## src/rtl/regfile_dump_reader_pkg.sv

```systemverilog
// Shared definitions for the register-file dump sequencer: default geometry
// and the FSM state encoding.
package regfile_dump_reader_pkg;

   localparam int DATA_W_DEF   = 32;
   localparam int ADDR_W_DEF   = 5;
   localparam int NUM_REGS_DEF = 32;

   typedef enum logic [2:0] {
      IDLE = 3'd0,
      REQ  = 3'd1,
      CAP  = 3'd2,
      HOLD = 3'd3,
      FIN  = 3'd4
   } state_t;

endpackage

```

## src/rtl/regfile_dump_reader.sv

```systemverilog
// Reads a run of consecutive registers through the regfile's 1-cycle debug
// read port and presents each word with its index on a valid/ready stream.
module regfile_dump_reader
   import regfile_dump_reader_pkg::*;
#(
   parameter int DATA_W   = DATA_W_DEF,
   parameter int ADDR_W   = ADDR_W_DEF,
   parameter int NUM_REGS = NUM_REGS_DEF
) (
   input  logic              clk,
   input  logic              rst,
   input  logic              start,
   input  logic [ADDR_W-1:0] start_idx,
   input  logic [ADDR_W:0]   count,
   input  logic              abort,
   output logic              busy,
   output logic              done,
   output logic              reg_rd_en,
   output logic [ADDR_W-1:0] reg_addr,
   input  logic [DATA_W-1:0] reg_data,
   output logic              out_valid,
   output logic [DATA_W-1:0] out_data,
   output logic [ADDR_W-1:0] out_idx,
   input  logic              out_ready
);

   localparam logic [ADDR_W:0]   MAX_CNT  = (ADDR_W+1)'(NUM_REGS);
   localparam logic [ADDR_W-1:0] LAST_IDX = ADDR_W'(NUM_REGS - 1);

   state_t            state;
   state_t            state_next;
   logic [ADDR_W-1:0] idx;
   logic [ADDR_W:0]   remaining;
   logic [ADDR_W:0]   count_clamped;

   assign count_clamped = (count > MAX_CNT) ? MAX_CNT : count;

   assign busy      = (state != IDLE);
   assign done      = (state == FIN);
   assign reg_rd_en = (state == REQ);

   // abort overrides every transition, including a same-cycle HOLD handshake
   always_comb begin
      state_next = state;
      case (state)
         IDLE: begin
            if (start && !abort) begin
               state_next = (count == '0) ? FIN : REQ;
            end
         end
         REQ:  state_next = CAP;
         CAP:  state_next = HOLD;
         HOLD: begin
            if (out_ready) begin
               state_next = (remaining != '0) ? REQ : FIN;
            end
         end
         FIN:  state_next = IDLE;
         default: state_next = IDLE;
      endcase
      if (abort && state != IDLE) begin
         state_next = IDLE;
      end
   end

   // reg_addr is only reloaded on entry to REQ so it stays put through CAP/HOLD
   always_ff @(posedge clk or posedge rst) begin
      if (rst) begin
         state     <= IDLE;
         idx       <= '0;
         remaining <= '0;
         reg_addr  <= '0;
         out_valid <= 1'b0;
         out_data  <= '0;
         out_idx   <= '0;
      end else begin
         state <= state_next;
         case (state)
            IDLE: begin
               if (state_next == REQ) begin
                  idx       <= start_idx;
                  remaining <= count_clamped;
                  reg_addr  <= start_idx;
               end
            end
            CAP: begin
               if (state_next == HOLD) begin
                  out_data  <= reg_data;
                  out_idx   <= idx;
                  out_valid <= 1'b1;
                  idx       <= (idx == LAST_IDX) ? '0 : idx + ADDR_W'(1);
                  remaining <= remaining - (ADDR_W+1)'(1);
               end
            end
            HOLD: begin
               if (state_next != HOLD) begin
                  out_valid <= 1'b0;
                  if (state_next == REQ) begin
                     reg_addr <= idx;
                  end
               end
            end
            default: ;
         endcase
      end
   end

endmodule

```

## config.mk

```make
export PLATFORM = sky130hd
export DESIGN_NAME = regfile_dump_reader
export DESIGN_NICKNAME = d
export VERILOG_FILES = /design/src/rtl/regfile_dump_reader_pkg.sv /design/src/rtl/regfile_dump_reader.sv
export SDC_FILE = /design/constraint.sdc
export NUM_CORES = 1
export LEC_CHECK = 0
export BUFFER_PORTS_ARGS = -buffer_cell sky130_fd_sc_hd__buf_2
export CELL_PAD_IN_SITES_DETAIL_PLACEMENT = 1
export CELL_PAD_IN_SITES_GLOBAL_PLACEMENT = 1
export CORE_MARGIN = 2
export CORE_UTILIZATION = 38
export CTS_CLUSTER_DIAMETER = 150
export DETAILED_ROUTE_END_ITERATION = 7
export GPL_TIMING_DRIVEN = 0
export HOLD_SLACK_MARGIN = 0.02
export PLACE_DENSITY_LB_ADDON = 0.3
export SYNTH_ARGS = -nofsm -noshare
export SYNTH_HDL_FRONTEND = slang
export SYNTH_SLANG_ARGS = --single-unit
```

## constraint.sdc

```tcl
create_clock -name clk -period 2.9 [get_ports clk]
set_input_delay 0.435 -clock clk [delete_from_list [all_inputs] [get_ports clk]]
set_output_delay 0.435 -clock clk [all_outputs]
set_load 0.02 [all_outputs]
```

# --- Word-level counts from Yosys, hierarchy flattened ---
# Cells that the tools add are included.
op_classes:
  n_addsub: 2
  magnitude_cmp: 1
  eq_ne: 12
  muxes: 20
  n_reduce_logical: 14
ops:
  columns: ["op", "n"]
  rows:
  - ["2-to-1 mux 5 bit", 5]
  - ["case mux 5 bit (2 select lines)", 2]
  - ["2-to-1 mux 6 bit", 3]
  - ["2-to-1 mux 3 bit", 5]
  - ["case mux 3 bit (4 select lines)", 1]
  - ["case mux 6 bit (2 select lines)", 1]
  - ["== test 3 x 2 -> 1 bit (second input constant)", 3]
  - ["inequality test 2 bit (second input constant)", 4]
  - ["== test 3 x 1 -> 1 bit (second input constant)", 2]
  - ["greater-than comparator 6 bit (second input constant)", 1]
  - ["logical NOT 6 bit", 1]
  - ["AND reduction 3 bit", 2]
  - ["nonzero test 2 bit", 3]
  - ["nonzero test 6 bit", 1]
  - ["subtractor 6 x 1 -> 6 bit (second input constant)", 1]
  - ["adder 5 x 1 -> 5 bit (second input constant)", 1]
  - ["== test 5 bit (second input constant)", 1]
  - ["AND reduction 4 bit", 1]
  - ["== test 3 bit (second input constant)", 1]
  - ["logical NOT 3 bit", 1]
  - ["inequality test 3 x 2 -> 1 bit (second input constant)", 1]
  - ["nonzero test 3 bit", 1]
  - ["logical AND 1 bit", 2]
  - ["2-to-1 mux 1 bit", 2]
  - ["3 further kinds", 3]
totals:
  reg_bits: 57
  input_bits: 48

# --- Logic depth before layout (Yosys ltp) ---
# Gate-level depths: netlist of run 1.
logic_depth:
  depth_word: 9
  mapped_depth: 8
  depth_no_buf: 7

# --- Least setup slack after synthesis of run 1 ---
# No wires, ideal clock.
synth_path:
  path_type: "reg2reg"
  from: "reg state[0]"
  to: "reg reg_addr[0]"
  arrival_ps: 2046
  t_required_ps: 2772
  setup_slack_ps: 727
  stages_incl_launch_ff: 7
  path_buffers: 1
  period_less_slack_ps: 2173
  path_cell_list: "dfrtp_1 buf_2 or3_4 a2111oi_4 o21ai_2 nor3_4 mux2_1"
synth_via:
  elab_chain_cells: 6
  word_cells_on_any_way: 18
  cone_classes: "eq/ne: 8; mux: 5; reduce/logical: 5"
synth_rtl:
  columns: ["element", "line", "source"]
  rows:
  - ["from (decl)", "regfile_dump_reader.sv:30", "state_t state;"]
  - ["from (signal assigned)", "regfile_dump_reader.sv:77", "state <= state_next;"]
  - ["nonzero test 3 bit *", null, null]
  - ["net busy", "regfile_dump_reader.sv:16", "output logic busy,"]
  - ["logical AND 1 bit *", "regfile_dump_reader.sv:61", "if (abort && state != IDLE) begin"]
  - ["2-to-1 mux 3 bit *", "regfile_dump_reader.sv:61", null]
  - ["inequality test 3 x 2 -> 1 bit or == test 3 x 1 -> 1 bit (tied branches)", "regfile_dump_reader.sv:96, regfile_dump_reader.sv:80, regfile_dump_reader.sv:98", null]
  - ["inequality test 2 bit (no line)", null, null]
  - ["AND reduction 4 bit (no line) *", null, null]
  - ["to (signal assigned)", "regfile_dump_reader.sv:83", "reg_addr <= start_idx;"]
  - ["to (signal assigned)", "regfile_dump_reader.sv:99", "reg_addr <= idx;"]
  - ["to (decl)", "regfile_dump_reader.sv:19", "output logic [ADDR_W-1:0] reg_addr,"]
# The timed path passes the listed nets; every way through them passes the cells marked *.
# A chain may end at the register's enable or synchronous reset.

# --- Final worst setup path of run 1 ---
layout_path:
  from: "reg state[0]"
  to: "reg out_data[31]"
layout_via:
  elab_chain_cells: 5
  word_cells_on_any_way: 12
  cone_classes: "eq/ne: 4; mux: 4; reduce/logical: 4"
layout_rtl:
  columns: ["element", "line", "source"]
  rows:
  - ["== test 3 x 2 -> 1 bit, or another cell as far along", "regfile_dump_reader.sv:45", "case (state)"]
  - ["case mux 3 bit (4 select lines) or logical AND 1 bit (tied branches)", "regfile_dump_reader.sv:45, regfile_dump_reader.sv:61", null]
  - ["2-to-1 mux 3 bit", "regfile_dump_reader.sv:61", null]
  - ["== test 3 x 2 -> 1 bit", "regfile_dump_reader.sv:87", "if (state_next == HOLD) begin"]
  - ["AND reduction 2 bit (no line) *", null, null]
  - ["to (signal assigned)", "regfile_dump_reader.sv:88", "out_data <= reg_data;"]
  - ["to (decl)", "regfile_dump_reader.sv:22", "output logic [DATA_W-1:0] out_data,"]
# Mark *: on every way between the ends. The rest lies on a longest branch, timed or not.

==> results.yml, run 1 <==
critical_path:
  criticalPathCategory: "reg -> reg"
  crit_required_ns: 3.10
  reg2regPathDepth: 7
  worstPathMaxFanout: 10
  endpoint_kind: "register"
  start_kind: "register"
  worstPathArrival_ns: 2.68
  regToRegStartpoint: "state[0]$_DFF_PP0_"
  timing.rr.end: "out_data[31]$_DFFE_PP0P_"
  rrSetupSlack_ns: 0.42
power:
  pwr_density_cell_mw_per_mm2: 1140
  ir_drop_mv: 0.519
  totalPowerFinal_mw: 3.79
  p_leak_nw: 1.62
drt:
  wl_per_cell_um: 16.0
  vias: 1968
  viasPerCell: 5.09
  firstDrtPassIters: 4
  ant_nets: 0
  drc: 0
  wirelength_um: 6180
  drtIter0Drc: 49
clock_network:
  clock-root-buffer: "clkbuf_8"
  clk_pin_slew_ns: 0.06
  cts_hold_buffers: 0
  cts_setup_buffers: 0
  numClockSinks: 57
  cts_buffers: 9
  ctsResizeCount: 0
  cts_tree: "done"
  cts_max_level: 3
  clockBufferDepth: 2
  clock_latency_ns: 0.32
sta:
  fin_crit_ns: 2.48
  rsz0062_at_grt: "no"
  fmax_mhz: 404
  drv_slew: 0
  maxSlewHeadroom: 0.583
  tns_ns: 0
  finalHoldViolCount: 0
  worst_slew_pin_slew_ns: 0.625
  setup_viol: 0
  fin_skew_ns: 0.00504
  post-route-period-util: 0.854
synth:
  syn_area_mm2: 0.00255
  ys_ff_latch: 57
  syn_nets: 252
  synth_top_flop_cell: "dfrtp_1"
  syn_area_per_cell_um2: 12.7
  yosysWarnings: 0
  synth_cell_types: 38
  syn_inst: 201
  synth_edf_count: 0
  synthArstFlopShare: 1.00
  yosysSeqAreaShare: 0.558
die:
  die_h_um: 86.0
  design.core.area_mm2: 0.00642
  fp.dieW_um: 86.0
  fp-row-count: 29
  initial_core_util: 0.398
  io_pins: 94
  die_area_mm2: 0.00740
layout:
  fillCellCount: 702
  drive_gt1_frac: 0.519
  mostFrequentLayoutCells: "buf_2 (98), dfrtp_1 (57), mux2_2 (42)"
  num_antenna_cells: 0
  nNetsFinal: 357
  final_common_cell: "buf_2"
  area_growth_pct: 30.4
hold_path:
  hp-class: "in -> async"
placed_design:
  gp_congestion: 0.837
  dp_hpwl_um: 4670
  port_buffers: 93
global_routing:
  antenna_found_initial: 0
  grt.overflow.total: 0
  grt_pass1_wl_um: 10300
  grt_usage: 0.181
  grt_pass1_vias: 2246
  grt_max_degree: 30
status:
  status: "completed"
job:
  max_cap_violations: 0
## cell usage after synthesis (all sizes together) (3+ instances only)
| cell | number | area share |
|---|---|---|
| o21ai | 11 | 0.023 |
| clkbuf | 4 | 0.0059 |
| buf | 5 | 0.0098 |
| a21oi | 9 | 0.018 |
| nand2 | 3 | 0.0044 |
| ha | 3 | 0.015 |
| inv | 7 | 0.010 |
| mux2 | 48 | 0.21 |
| nor3 | 4 | 0.012 |
| nor2 | 13 | 0.019 |
| nor3b | 5 | 0.015 |
| o22ai | 3 | 0.0073 |
| dfrtp | 57 | 0.56 |
## per-layer routing
metal	global-route usage	share of wire	vias up
met5	0	0	-
met1	0.215	0.42	964
met4	0.0606	0.0086	0
met3	0.0770	0.087	4
met2	0.295	0.49	67
li1	-	-	933
## worst max path at each step
stage | from | to | slack, ns | cells after the start
detailed placement | state[0]$_DFF_PP0_ | out_data[31]$_DFFE_PP0P_ | 0.40 | 7
global route | state[0]$_DFF_PP0_ | out_idx[3]$_DFFE_PP0P_ | 0.27 | 7
finish | state[0]$_DFF_PP0_ | out_data[31]$_DFFE_PP0P_ | 0.42 | 7
global placement | rst | state[2]$_DFF_PP0_ | 0.27 | 2
CTS | state[0]$_DFF_PP0_ | out_data[31]$_DFFE_PP0P_ | 0.38 | 7
floorplan | state[0]$_DFF_PP0_ | reg_addr[0]$_DFFE_PP0P_ | 0.73 | 6
## state kept, by name, summed over array words and instances, names as in the netlist
register and flops:
out_valid 1, reg_addr 5, out_data 32, state 3, out_idx 5, remaining 6, idx 5
## cell families (layout without fill, tap and decap cells)
family | Yosys count | count (layout) | share of synthesized area
compound gates | 33 | 33 | 0.0852
fa+ha+maj | 3 | 3 | 0.0147
buf+inv | 16 | 125 | 0.0260
flops | 57 | 57 | 0.558
mux | 50 | 50 | 0.219
simple gates | 42 | 42 | 0.0965
## worst max-delay path: stages, from the launching register on
cell and delay (ns):
dfrtp_1 0.35, buf_2 0.17, or3b_1 0.38, clkbuf_1 0.17
nor2_1 0.30, buf_2 0.31, buf_2 0.31, mux2_2 0.37
## stage by stage
stage | util | setup WS (ns) | instances | instance area, um^2 | hold WS [ns]
after floorplan | - | 0.727 | 201 | 2550 | 0.496
after global placement | 0.485 | 0.273 | 371 | 3120 | 0.466
after detailed placement | 0.488 | 0.401 | 372 | 3140 | 0.474
after CTS | 0.519 | 0.378 | 387 | 3330 | 0.197
after global routing | 0.519 | 0.275 | 387 | 3330 | 0.240
final | 0.519 | 0.423 | 387 | 3330 | 0.192
## report_power, final
part	switching (mW)	leakage (nW)	internal (mW)
clock network	0.298	0.102	0.436
registers	0.233	0.688	1.18
logic	0.946	0.829	0.691
total	1.48	1.62	2.31
## layout make-up
class                      instances  area, um^2  area share
multi-input combinational        128        1060       0.319
clock inverter                     3        40.0      0.0120
sequential                        57        1430       0.428
clock buffer                      12         155      0.0466
inverter                           7        26.3     0.00789
tap                               77        96.3      0.0289
timing repair buffer              94         485       0.146
buffer                             9        40.0      0.0120
Power figures use the tool's default switching activity.
==> inputs of run 2 (changes only) <==
- BUFFER_PORTS_ARGS: -buffer_cell sky130_fd_sc_hd__buf_2 -> -buffer_cell sky130_fd_sc_hd__buf_4
==> run 2 against run 1 <==
Non-clock buffer count is the same. Power grew 5.2%. Cell count grew 0.26%. Die area is the same. Utilization grew 3.5 points. Critical endpoint unchanged. Highest routed layer unchanged.
==> results.yml, run 2 (synthesis results as in run 1) <==
status:
  status: "completed"
drt:
  wl_per_cell_um: 16.3
  firstDrtPassIters: 4
  wirelength_um: 6320
  drc: 0
  drtIter0Drc: 71
  viasPerCell: 5.19
  vias: 2013
  ant_nets: 0
clock_network:
  cts_buffers: 9
  cts_max_level: 3
  clockBufferDepth: 2
  cts_tree: "done"
  clock-root-buffer: "clkbuf_8"
  clock_latency_ns: 0.34
  ctsResizeCount: 0
  clk_pin_slew_ns: 0.07
  cts_hold_buffers: 0
  cts_setup_buffers: 0
  numClockSinks: 57
layout:
  num_antenna_cells: 0
  area_growth_pct: 39.2
  largest_register_ffs: 32
  mostFrequentLayoutCells: "buf_4 (93), dfrtp_1 (57), mux2_2 (42)"
  fillCellCount: 696
  nNetsFinal: 357
  finalNonFillerCells: 388
  drive_gt1_frac: 0.521
  regMostFlops: "out_data"
  final_common_cell: "buf_4"
  design_area_mm2: 0.00356
  top_regs: "out_data (32), remaining (6)"
die:
  io_pins: 94
  die_area_mm2: 0.00740
  fp.dieW_um: 86.0
  design.core.area_mm2: 0.00642
  initial_core_util: 0.398
  die_h_um: 86.0
  fp-row-count: 29
global_routing:
  grt_use_met3: 0.0924
  grt.overflow.total: 0
  globalRouteMet2Util: 0.297
  antenna_found_initial: 0
  grt_usage: 0.188
  grt-busiest-layer: "met2"
  grt_use_met1: 0.223
  grt_pass1_wl_um: 10600
  grt_max_degree: 31
  grt_pass1_vias: 2211
critical_path:
  crit_required_ns: 3.12
  criticalPathCategory: "reg -> reg"
  endpoint_kind: "register"
  start_kind: "register"
  worstPathMaxFanout: 10
  worstPathArrival_ns: 2.68
power:
  ir_drop_mv: 0.626
  pwr_density_cell_mw_per_mm2: 1120
  p_leak_nw: 1.69
sta:
  setup_ws_ns: 0.442
  fin_skew_ns: 0.0108
  drv_slew: 0
  worst_slew_pin_slew_ns: 0.613
  fmax_mhz: 407
  tns_ns: 0
  post-route-period-util: 0.848
  finalHoldViolCount: 0
  rsz0062_at_grt: "no"
  setup_viol: 0
  fin_crit_ns: 2.46
  maxSlewHeadroom: 0.588
placed_design:
  place_ws_ns: 0.406
  dp_hpwl_um: 4790
  port_buffers: 93
  place_area_mm2: 0.00337
  gp_congestion: 0.855
  post-place-cells: 372
hold_path:
  hp-class: "in -> async"
job:
  max_cap_violations: 0
[run 2: cell count changes in the layout (fill, tap and decap cells not counted)]
cell,previous run,this run
clkinv_2,2,4
clkinv_4,0,1
buf_2,98,5
clkbuf_8,11,9
buf_4,0,93
[run 2: area by class of cell]
| type | count | area, um^2 | share of cell area |
|---|---|---|---|
| well taps | 77 | 96.3 | 0.0271 |
| clock buffers | 10 | 128 | 0.0359 |
| clock inverters | 6 | 58.8 | 0.0165 |
| inverters | 7 | 26.3 | 0.00739 |
| plain buffers | 9 | 40.0 | 0.0113 |
| flip-flops and latches | 57 | 1430 | 0.401 |
| repair buffers | 94 | 718 | 0.202 |
| multi-input cells | 128 | 1060 | 0.299 |
[run 2: worst max-delay path, stage by stage, from the launching register on]
cell	delay [ns]
dfrtp_1	0.35
buf_2	0.17
or3b_1	0.37
clkbuf_1	0.17
nor2_1	0.26
buf_2	0.32
buf_2	0.32
mux2_2	0.38
[run 2: per-layer routing]
layer	wire length, um	share of wire
met1	2610	0.41
met3	619	0.098
met5	0	0
met2	3010	0.48
met4	73	0.012
[run 2: final timing paths]
kind	slack, ns	cells after the start	end	from
setup / recovery	0.44	7	out_data[31]$_DFFE_PP0P_	state[0]$_DFF_PP0_
hold / removal	0.17	2	out_data[4]$_DFFE_PP0P_	rst
setup reg to reg	0.44	7	out_data[31]$_DFFE_PP0P_	state[0]$_DFF_PP0_
hold reg to reg	0.49	1	reg_addr[4]$_DFFE_PP0P_	reg_addr[4]$_DFFE_PP0P_
max in group asynchronous	2.16	3	remaining[4]$_DFFE_PP0P_	rst
min in group clk	0.32	2	state[1]$_DFF_PP0_	abort
[run 2: report_power, final]
| part | total, mW | internal [mW] | switching [mW] |
|---|---|---|---|
| Clock | 0.713 | 0.392 | 0.321 |
| Combinational | 1.84 | 0.882 | 0.955 |
| Sequential | 1.43 | 1.18 | 0.251 |
[run 2: per-stage QoR]
step / power (mW) / hold WS [ns] / utilization
global route: 4.26 / 0.213 / 0.554
CTS: 4.04 / 0.184 / 0.554
global placement: 3.22 / 0.471 / 0.522
floorplan: 2.51 / 0.496 / -
finish: 3.98 / 0.168 / 0.554
detailed placement: 3.31 / 0.481 / 0.525
